<file path="src/rtl/reg_mux21.sv">
// reg_mux21: registered 2-to-1 data selector with an internal select
// synchroniser. Y holds the chosen source, sel_out reports which source
// produced it, and sel_chg pulses for one cycle when that source changes.
module reg_mux21 #(
    parameter int WIDTH       = 8,
    parameter int SYNC_STAGES = 2
) (
    input  logic             clk,
    input  logic             reset,
    input  logic [WIDTH-1:0] D0,
    input  logic [WIDTH-1:0] D1,
    input  logic             S,
    input  logic             en,
    output logic [WIDTH-1:0] Y,
    output logic             sel_out,
    output logic             sel_chg
);

    // Select value seen by the data path after synchronisation.
    logic s_eff;

    generate
        if (SYNC_STAGES == 0) begin : g_no_sync
            // Caller guarantees S is already in the clk domain; use it as-is.
            assign s_eff = S;
        end else begin : g_sync
            logic [SYNC_STAGES-1:0] sync;

            // Shift the raw select through the synchroniser every cycle, independent of en.
            always_ff @(posedge clk) begin
                if (reset) begin
                    sync <= '0;
                end else begin
                    sync[0] <= S;
                    for (int i = 1; i < SYNC_STAGES; i++) begin
                        sync[i] <= sync[i-1];
                    end
                end
            end

            assign s_eff = sync[SYNC_STAGES-1];
        end
    endgenerate

    // Load the selected source and flag a change of source when enabled; hold otherwise.
    always_ff @(posedge clk) begin
        if (reset) begin
            Y       <= '0;
            sel_out <= 1'b0;
            sel_chg <= 1'b0;
        end else if (en) begin
            Y       <= s_eff ? D1 : D0;
            sel_out <= s_eff;
            sel_chg <= (s_eff != sel_out);
        end else begin
            sel_chg <= 1'b0;
        end
    end

endmodule

</file>
<file path="config.mk">
export PLATFORM = sky130hd
export DESIGN_NAME = reg_mux21
export DESIGN_NICKNAME = d
export VERILOG_FILES = /design/src/rtl/reg_mux21.sv
export SDC_FILE = /design/constraint.sdc
export NUM_CORES = 1
export LEC_CHECK = 0
export ABC_AREA = 1
export CAP_MARGIN = 15
export CORE_MARGIN = 1.5
export CORE_UTILIZATION = 40
export CTS_CLUSTER_DIAMETER = 60
export DETAILED_ROUTE_END_ITERATION = 6
export HOLD_SLACK_MARGIN = 0.02
export PLACE_DENSITY = 0.79
export SYNTH_ARGS = -nofsm -noshare
export SYNTH_HDL_FRONTEND = slang
export SYNTH_SLANG_ARGS = --single-unit
</file>
<file path="constraint.sdc">
create_clock -name clk -period 2.2 [get_ports clk]
set_clock_uncertainty 0.05 [all_clocks]
set_input_delay 0.22 -clock clk [delete_from_list [all_inputs] [get_ports clk]]
set_output_delay 0.22 -clock clk [all_outputs]
set_load 0.005 [all_outputs]
</file>
# Yosys cells after proc, flatten, opt, wreduce, memory -nomap -nowiden
# Index checks and enable logic that the tools add are counted.
# op_classes
eq_ne	1
muxes	1
bitwise	1
n_reduce_logical	1
# op_table
cell	count
$mux 8	1
$reduce_or 2->1	1
$ne 1x1->1	1
$not 1->1	1
# totals
regBits	12
output_inout_bits	10

# Logic depth before layout (Yosys ltp)
# Gate-level depths: netlist of run 1.
# logic_depth
depth_word	2
depth_mapped	5
depth_no_buf	4

# Worst setup path after synthesis of run 1
# Ideal clock, no wire load.
# synth_path
kind	reg-to-reg
startpoint	register g_sync.sync[1]
endpoint	register Y[0]
arrival_time_ns	0.704
t_required_ns	2.033
slack_ns	1.329
path_stages_with_launch	6
path_buffers	2
period_less_slack_ns	0.871
path_cell_list	dfxtp_1 > buf_6 > buf_8 > nor2_1 > nor2_1 > nor2_1
# synth_between
elab_chain_len	1
# synth_rtl
element	line	rtl
from (decl)	27	logic [SYNC_STAGES-1:0] sync;
from (signal, indexed assignment)	36	sync[i] <= sync[i-1];
$mux 8	52	Y <= s_eff ? D1 : D0;
to (signal assigned)	52	
to (decl)	14	output logic [WIDTH-1:0] Y,
# Every way passes these cells.
# A chain may end at the register's enable or synchronous reset.

# Final worst setup path of run 1
# layout_path
startpoint	register sel_out
endpoint	output port sel_out
# layout_rtl
element	line	rtl
from (decl)	15	output logic sel_out,
from (signal assigned)	49	sel_out <= 1'b0;
from (signal assigned)	53	sel_out <= s_eff;
# No word-level cell between the ends.

==> impl_metrics.json, run 1 <==
{
  "status": "complete, no violations",
  "p_per_area_nw_per_um2": 598.5,
  "crit_path_top_delay_cell": "clkdlybuf4s50_1",
  "cp_max_fo": 4,
  "critPathLaunchType": "flip-flop",
  "min-delay-start": "g_sync.sync[0]",
  "dieArea_um2": 1638,
  "routed_via_density": 4.395,
  "clock-sinks": 12,
  "syn-num-nets": 105,
  "rr_startpoint": "g_sync.sync[1]",
  "insertion_delay_ns": 0.27,
  "finalMaxSlewViolations": 0,
  "core-area_um2": 1301,
  "drt_first_pass_iters": 4,
  "clockBufferDepth": 2,
  "rows": 13,
  "power_mw": 0.5159,
  "critical_path_required_ns": 1.93,
  "period_share_pct": 64.70,
  "fmax_ghz": 0.7026,
  "root_buffer": "clkbuf_4",
  "grt_pass1_wl_mm": 1.897,
  "drtIter0Drc": 4,
  "slew_headroom_pct": 58.67,
  "grt_overflow_total": 0,
  "worstSetupPathType": "reg2out",
  "cp_top_family": "buffers and inverters",
  "syn_area_um2": 561.8,
  "worstPathArrival_ns": 1.15,
  "ioPinCount": 30,
  "grt_start_max_net_pins": 20,
  "ant_nets": 0,
  "crit_start": "sel_out",
  "crit_chain": "clkdlybuf4s50_1",
  "peakVddDrop_v": 0.0003997,
  "synth.distinct_cells": 10,
  "yosys-top-cells-area": "dfxtp_1 (43%), nor2_1 (19%), nand2_1 (11%)",
  "dp_slack_ns": 0.7243,
  "fin_tns_setup_ns": 0,
  "leakage_nw": 0.4008,
  "rsz0062_at_grt": "false",
  "clk_pin_slew_worst_paths_ns": 0.08,
  "grt_pass1_vias": 502,
  "dp.final_hpwl_um": 910.9,
  "tightest_slew_ns": 0.6191,
  "drc": 0,
  "fp.dieW_um": 40.48,
  "die_h_um": 40.48,
  "cts_buffers": 3,
  "wire_per_inst_um": 9.434,
  "hold_violations": 0,
  "setup_viol": 0,
  "drive_above_1_share_pct": 5.263,
  "ys_warn_count": 0,
  "finalWeightedCongestion": 0.6487,
  "initial_utilization_pct": 43.17,
  "htreeDepth": 1,
  "path_buf_inv": 1,
  "vias": 567,
  "postCtsResizedCells": 0,
  "nets": 135,
  "io_buffer_count": 29,
  "fin_cells": 129,
  "grt_use_total_pct": 17.97,
  "hold_path_class": "reg2reg",
  "crit_path_max_incr_delay_ns": 0.51,
  "worst_setup_path_end_kind": "output port",
  "antenna_cells": 0,
  "cts_tree": "yes",
  "grt_antenna_before_repair": 0,
  "numPlacedInstances": 125,
  "yosysSeqAreaShare_pct": 42.76,
  "routed_wl_mm": 1.217,
  "areaGrowthSynthToFinish_pct": 53.45,
  "fin_crit_ns": 1.423,
  "syn-instance-count": 85,
  "post_cts_buffers": 0,
  "yosys.area.top_type": "dfxtp_1",
  "fin_ws_ns": 0.7767,
  "cts_hold_buffers": 0,
  "synth_seq_cells": 12,
  "maxCapViolations": 0,
  "synth_top_area_share_pct": 42.76,
  "synth_area_per_cell_um2": 6.609
}
==> layer usage <==
metal / vias up / wire (um) / global-route usage, %
met2: 17 / 613 / 34.52
met3: 2 / 80 / 3.889
met4: 0 / 4 / 10.00
met1: 241 / 519 / 17.16
met5: - / 0 / 0
li1: 307 / - / -
==> through the flow <==
| stage | utilization (%) | hold slack [ns] | area [um^2] |
|---|---|---|---|
| after floorplan | - | 0.2412 | 561.8 |
| after global placement | 63.46 | 0.3416 | 825.8 |
| after detailed placement | 63.46 | 0.3581 | 825.8 |
| after CTS | 66.25 | 0.3694 | 862.1 |
| after global routing | 66.25 | 0.3756 | 862.1 |
| final | 66.25 | 0.3633 | 862.1 |
==> final timing paths <==
check	to	depth (start not counted)	slack (ns)
setup / recovery	sel_out	1	0.78
hold / removal	g_sync.sync[1]	2	0.36
setup reg to reg	Y[0]	4	1.01
hold reg to reg	g_sync.sync[1]	2	0.36
==> registers in the layout, summed over array words and instances (netlist names) <==
register and count:
sel_chg 1, Y 8, sel_out 1, g_sync.sync 2
==> cell families (layout without fill, tap and decap cells) <==
logic type	after synthesis	in the layout	share of synthesized area, %
simple gates	48	48	33.18
compound gates	9	9	8.017
flops	12	12	42.76
buf+inv	16	45	16.03
==> synth_stat cells <==
library cell,number
nor2_1,28
dfxtp_1,12
buf_6,2
buf_4,1
buf_8,1
inv_1,12
nand2_1,17
nand3_1,1
nor2_2,2
o21ai_0,9
==> cell type report <==
class | instances | area [um^2]
clock buffer | 4 | 36.28
multi-input combinational | 57 | 231.5
tap | 15 | 18.77
fill | 137 | 439.2
sequential | 12 | 240.2
timing repair buffer | 29 | 290.3
inverter | 12 | 45.04
==> placed cells by master (no fill, tap or decap), drive strengths merged <==
cell and instances:
nor2 30, o21ai 9, nand3 1, nand2 17
clkdlybuf4s50 29, inv 12, dfxtp 12, clkbuf 4
==> report_power, final <==
group	leakage, nW	total (mW)	switching (mW)	internal (mW)
sequential	0.0995	0.241	0.0102	0.231
combinational	0.280	0.0968	0.0336	0.0632
clock	0.0210	0.178	0.0771	0.101
total	0.401	0.516	0.121	0.395
Power figures use the tool's default switching activity.
==> run 2, diff against run 1 <==
--- a/config.mk
+++ b/config.mk
@@ -8,11 +8,11 @@
 export ABC_AREA = 1
 export CAP_MARGIN = 15
 export CORE_MARGIN = 1.5
-export CORE_UTILIZATION = 40
+export CORE_UTILIZATION = 37
 export CTS_CLUSTER_DIAMETER = 60
 export DETAILED_ROUTE_END_ITERATION = 6
 export HOLD_SLACK_MARGIN = 0.02
-export PLACE_DENSITY = 0.79
+export PLACE_DENSITY = 0.73
 export SYNTH_ARGS = -nofsm -noshare
 export SYNTH_HDL_FRONTEND = slang
 export SYNTH_SLANG_ARGS = --single-unit
==> constraint.sdc (replaced) <==
create_clock -name clk -period 1.31 [get_ports clk]
set_clock_uncertainty 0.05 [all_clocks]
set_input_delay 0.131 -clock clk [delete_from_list [all_inputs] [get_ports clk]]
set_output_delay 0.131 -clock clk [all_outputs]
set_load 0.005 [all_outputs]
==> impl_metrics.json, run 2 (synthesis results as in run 1) <==
{
  "fin_cells": 131,
  "critPathLaunchType": "flip-flop",
  "internal-power_mw": 0.6720,
  "crit_path_max_incr_delay_ns": 0.50,
  "antenna_cells": 0,
  "place_area_um2": 865.8,
  "largest_reg_flops": 8,
  "status": "complete, no violations",
  "cts_hold_buffers": 0,
  "crit_chain": "clkdlybuf4s50_1",
  "clock-sinks": 12,
  "cp_max_fo": 2,
  "p_sw_share_pct": 22.73,
  "leakage_nw": 0.4782,
  "numPlacedInstances": 127,
  "fin_tns_setup_ns": 0,
  "initial_utilization_pct": 41.61,
  "drt_first_pass_iters": 4,
  "ant_nets": 0,
  "crit_cells": 1,
  "hold_path_class": "in2reg",
  "final_area_um2": 914.6,
  "hold_violations": 0,
  "finalMaxSlewViolations": 0,
  "core-area_um2": 1350,
  "peakVddDrop_v": 0.0005425,
  "io_buffer_count": 29,
  "crit_path_top_delay_cell": "clkdlybuf4s50_1",
  "routed_wl_mm": 1.146,
  "routed_via_density": 4.473,
  "pwr-share-comb_pct": 20.1,
  "maxCapViolations": 0,
  "critical_path_required_ns": 1.13,
  "clockBufferDepth": 2,
  "grt_overflow_total": 0,
  "p_per_area_nw_per_um2": 950.8,
  "worstSetupPathType": "reg2out",
  "drc": 0,
  "setup_viol": 0,
  "insertion_delay_ns": 0.26,
  "reg_top3": "Y x8, g_sync.sync x2",
  "slew_headroom_pct": 79.16,
  "pwr-share-seq_pct": 46.2,
  "finalWeightedCongestion": 0.6773,
  "pwr-share-clk_pct": 33.7,
  "grt_start_max_net_pins": 20,
  "cts_buffers": 3,
  "nets": 137,
  "root_buffer": "clkbuf_4",
  "areaGrowthSynthToFinish_pct": 62.81,
  "rsz0062_at_grt": "false",
  "ff2ff_path_depth": 4,
  "power.switching_mw": 0.1977,
  "path_buf_inv": 1,
  "post_cts_buffers": 0,
  "tightest_slew_ns": 0.3121,
  "drive_above_1_share_pct": 8.621,
  "fin_crit_ns": 1.273,
  "clk_pin_slew_worst_paths_ns": 0.08,
  "fp.dieW_um": 41.97,
  "cp_top_family": "buffers and inverters",
  "die_h_um": 41.97,
  "dp.final_hpwl_um": 855.7,
  "grt_use_total_pct": 14.52,
  "worstPathArrival_ns": 1.09,
  "n_fill_cell": 122,
  "grt_pass1_vias": 499,
  "largest-register": "Y",
  "drtIter0Drc": 12,
  "rows": 13,
  "wire_per_inst_um": 8.748,
  "final_cell_mix": "nor2_1 (28), clkdlybuf4s50_1 (25), nand2_1 (17), inv_1 (12), dfxtp_1 (10)",
  "ioPinCount": 30,
  "period_share_pct": 97.17,
  "grt_pass1_wl_mm": 2.056,
  "dieArea_um2": 1761,
  "htreeDepth": 1,
  "grt_antenna_before_repair": 0,
  "cts_tree": "yes",
  "vias": 586,
  "fmax_ghz": 0.7856,
  "holdPathStages": 3,
  "final_common_cell": "nor2_1",
  "worst_setup_path_end_kind": "output port"
}
[run 2: path summary, 6_finish.rpt]
kind	startpoint	to	slack [ns]
worst min-delay path	S	g_sync.sync[0]	0.32
worst max register to register	g_sync.sync[1]	Y[7]	0.28
worst min register to register	g_sync.sync[0]	g_sync.sync[1]	0.36
worst max-delay path	Y[4]	Y[4]	0.04
[run 2: metal layers]
metal / vias to the layer above / global-route usage [%] / share of wire, %
met5: - / 0 / 0
met3: 0 / 2.609 / 7.0
met2: 19 / 25.00 / 47
met4: 0 / 1.935 / 0
met1: 255 / 19.25 / 46
li1: 312 / - / -
[run 2: cell type report]
class / instances / area, um^2 / area share (%)
sequential: 12 / 242.7 / 26.54
clock buffer: 4 / 36.28 / 3.967
tap: 15 / 18.77 / 2.052
timing repair buffer: 31 / 340.3 / 37.21
inverter: 12 / 45.04 / 4.925
multi-input combinational: 57 / 231.5 / 25.31
[run 2: power groups by stage]
| stage | Clock [mW] | Combinational [mW] | Sequential (mW) |
|---|---|---|---|
| after floorplan | 0 | 0.0710 | 0.409 |
| after global placement | 0 | 0.176 | 0.410 |
| after detailed placement | 0 | 0.179 | 0.410 |
| after CTS | 0.304 | 0.180 | 0.402 |
| after global routing | 0.318 | 0.196 | 0.406 |
| final | 0.293 | 0.175 | 0.402 |
[run 2: repair_timing]
action                     CTS  global route
setup endpoints to repair    1             5
gates cloned                 0             0
resized for setup            1             5
[run 2: through the flow]
stage                     setup slack [ns]  total power, mW  util, %  hold WS, ns
after floorplan                     0.4388           0.4801        -       0.1522
after detailed placement            0.1263           0.5894    64.13       0.3483
final                              0.03704           0.8696    67.75       0.3220
after global placement              0.1542           0.5852    64.13       0.3401
after CTS                          0.01223           0.8863    66.91       0.3190
after global routing              0.001370           0.9190    67.75       0.3439
==> run 3, diff against run 2 <==
--- a/config.mk
+++ b/config.mk
@@ -13,6 +13,7 @@
 export DETAILED_ROUTE_END_ITERATION = 6
 export HOLD_SLACK_MARGIN = 0.02
 export PLACE_DENSITY = 0.73
+export SETUP_SLACK_MARGIN = 0.4
 export SYNTH_ARGS = -nofsm -noshare
 export SYNTH_HDL_FRONTEND = slang
 export SYNTH_SLANG_ARGS = --single-unit
==> impl_metrics.json, run 3 (synthesis results as in run 1) <==
{
  "status": "complete, no violations",
  "rows": 13,
  "finalMaxSlewViolations": 0,
  "cp_max_fo": 7,
  "drive_above_1_share_pct": 29.51,
  "hold_path_class": "in2reg",
  "min-delay-start": "S",
  "r2r_setup_slack_ns": 0.40,
  "vias": 611,
  "rsz0062_at_grt": "true",
  "leakage_nw": 0.4925,
  "peakVddDrop_v": 0.0005614,
  "grt_pass1_wl_mm": 2.152,
  "grt_pass1_vias": 529,
  "root_buffer": "clkbuf_4",
  "reg_top3": "Y x8, g_sync.sync x2",
  "drt_first_pass_iters": 4,
  "drtIter0Drc": 19,
  "clockBufferDepth": 2,
  "fp.dieW_um": 41.97,
  "dp_slack_ns": 0.1263,
  "period_share_pct": 69.44,
  "antenna_cells": 0,
  "final_area_um2": 970.9,
  "cts_buffers": 3,
  "routed_via_density": 4.460,
  "initial_utilization_pct": 41.61,
  "fmax_ghz": 1.099,
  "grt_overflow_total": 0,
  "nets": 143,
  "path_buf_inv": 1,
  "r2r-end": "Y[0]",
  "ant_nets": 0,
  "wire_per_inst_um": 10.36,
  "die_h_um": 41.97,
  "ioPinCount": 30,
  "fin_ws_ns": 0.4003,
  "crit_start": "g_sync.sync[1]",
  "htreeDepth": 1,
  "final_cell_mix": "nor2_1 (28), clkdlybuf4s50_1 (18), nand2_1 (16), inv_1 (11), dfxtp_2 (9)",
  "fin_crit_ns": 0.9097,
  "largest-register": "Y",
  "crit_path_max_incr_delay_ns": 0.38,
  "critPathLaunchType": "flip-flop",
  "ff2ff_path_depth": 5,
  "dp.final_hpwl_um": 855.7,
  "clk_pin_slew_worst_paths_ns": 0.08,
  "critical_path_required_ns": 1.42,
  "fin_tns_setup_ns": 0,
  "io_buffer_count": 29,
  "endpoint": "Y[0]",
  "crit_cells": 5,
  "worstSetupPathType": "reg2reg",
  "cts_tree": "yes",
  "dieArea_um2": 1761,
  "setup_viol": 0,
  "worst_setup_path_end_kind": "flip-flop",
  "cp_top_family": "flip-flops",
  "finalWeightedCongestion": 0.6773,
  "maxCapViolations": 0,
  "areaGrowthSynthToFinish_pct": 72.83,
  "grt_start_max_net_pins": 20,
  "tightest_slew_ns": 0.2455,
  "p_per_area_nw_per_um2": 921.8,
  "worstPathArrival_ns": 1.02,
  "crit_chain": "buf_12 > nand2_1 > nand2_1 > nor2_1 > nor2_1",
  "cts_hold_buffers": 0,
  "grt_antenna_before_repair": 0,
  "grt_use_total_pct": 15.33,
  "insertion_delay_ns": 0.27,
  "hold_violations": 0,
  "drc": 0,
  "final_common_cell": "nor2_1",
  "core-area_um2": 1350,
  "largest_reg_flops": 8,
  "slew_headroom_pct": 83.61,
  "rr_startpoint": "g_sync.sync[1]",
  "power_mw": 0.8950,
  "routed_wl_mm": 1.419,
  "place_area_um2": 865.8,
  "crit_path_top_delay_cell": "dfxtp_4",
  "clock-sinks": 12
}
## run 3: worst min-delay path by stage
stage                     endpoint  slack [ns]  cells after the start
global placement    g_sync.sync[1]        0.34                      2
detailed placement  g_sync.sync[1]        0.35                      2
finish              g_sync.sync[0]        0.32                      3
global route        g_sync.sync[0]        0.34                      3
CTS                 g_sync.sync[0]        0.32                      3
floorplan           g_sync.sync[0]        0.15                      1
## run 3: layout make-up
| cell class | count | area (um^2) |
|---|---|---|
| Clock buffer | 4 | 36.28 |
| Fill cell | 114 | 379.1 |
| Inverter | 12 | 45.04 |
| Multi-Input combinational cell | 57 | 234.0 |
| Sequential cell | 12 | 255.2 |
| Tap cell | 15 | 18.77 |
| Timing Repair Buffer | 37 | 381.6 |
## run 3: per-stage QoR
step / std cells / hold slack [ns] / utilization [%]
after detailed placement: 127 / 0.3483 / 64.13
after global routing: 137 / 0.3431 / 71.92
final: 137 / 0.3185 / 71.92
after CTS: 134 / 0.3190 / 67.19
after floorplan: 85 / 0.1522 / -
after global placement: 127 / 0.3401 / 64.13
## run 3: layer usage
metal,GRT usage [%],part of all wire (%),up-vias,wire length [um]
met5,0,0,-,0
met4,1.935,0,0,0
met3,2.609,7.5,0,107
met2,27.19,48,24,687
met1,19.79,44,262,623
li1,-,-,325,-
## run 3: worst reg2reg max path: cells and delay by family, from the launching register on
| family | cells | cell delay [ns] |
|---|---|---|
| DFF | 1 | 0.38 |
| and+or+nand+nor | 4 | 0.25 |
| buffers and inverters | 1 | 0.14 |
## run 3: where the power goes
| group | switching (mW) | internal, mW | leakage, nW | total [mW] |
|---|---|---|---|---|
| Clock | 0.128 | 0.169 | 0.0210 | 0.297 |
| Sequential | 0.0126 | 0.391 | 0.103 | 0.404 |
| Combinational | 0.0719 | 0.122 | 0.369 | 0.194 |
| Total | 0.213 | 0.682 | 0.492 | 0.895 |
## run 3: repair_timing
| item | CTS | global route |
|---|---|---|
| buffers inserted | 3 | 1 |
| gates resized for setup | 49 | 6 |
| cloned | 0 | 2 |
| hold endpoints to repair | 0 | 0 |
| pin swaps | 0 | 2 |
| setup endpoints to repair | 17 | 12 |
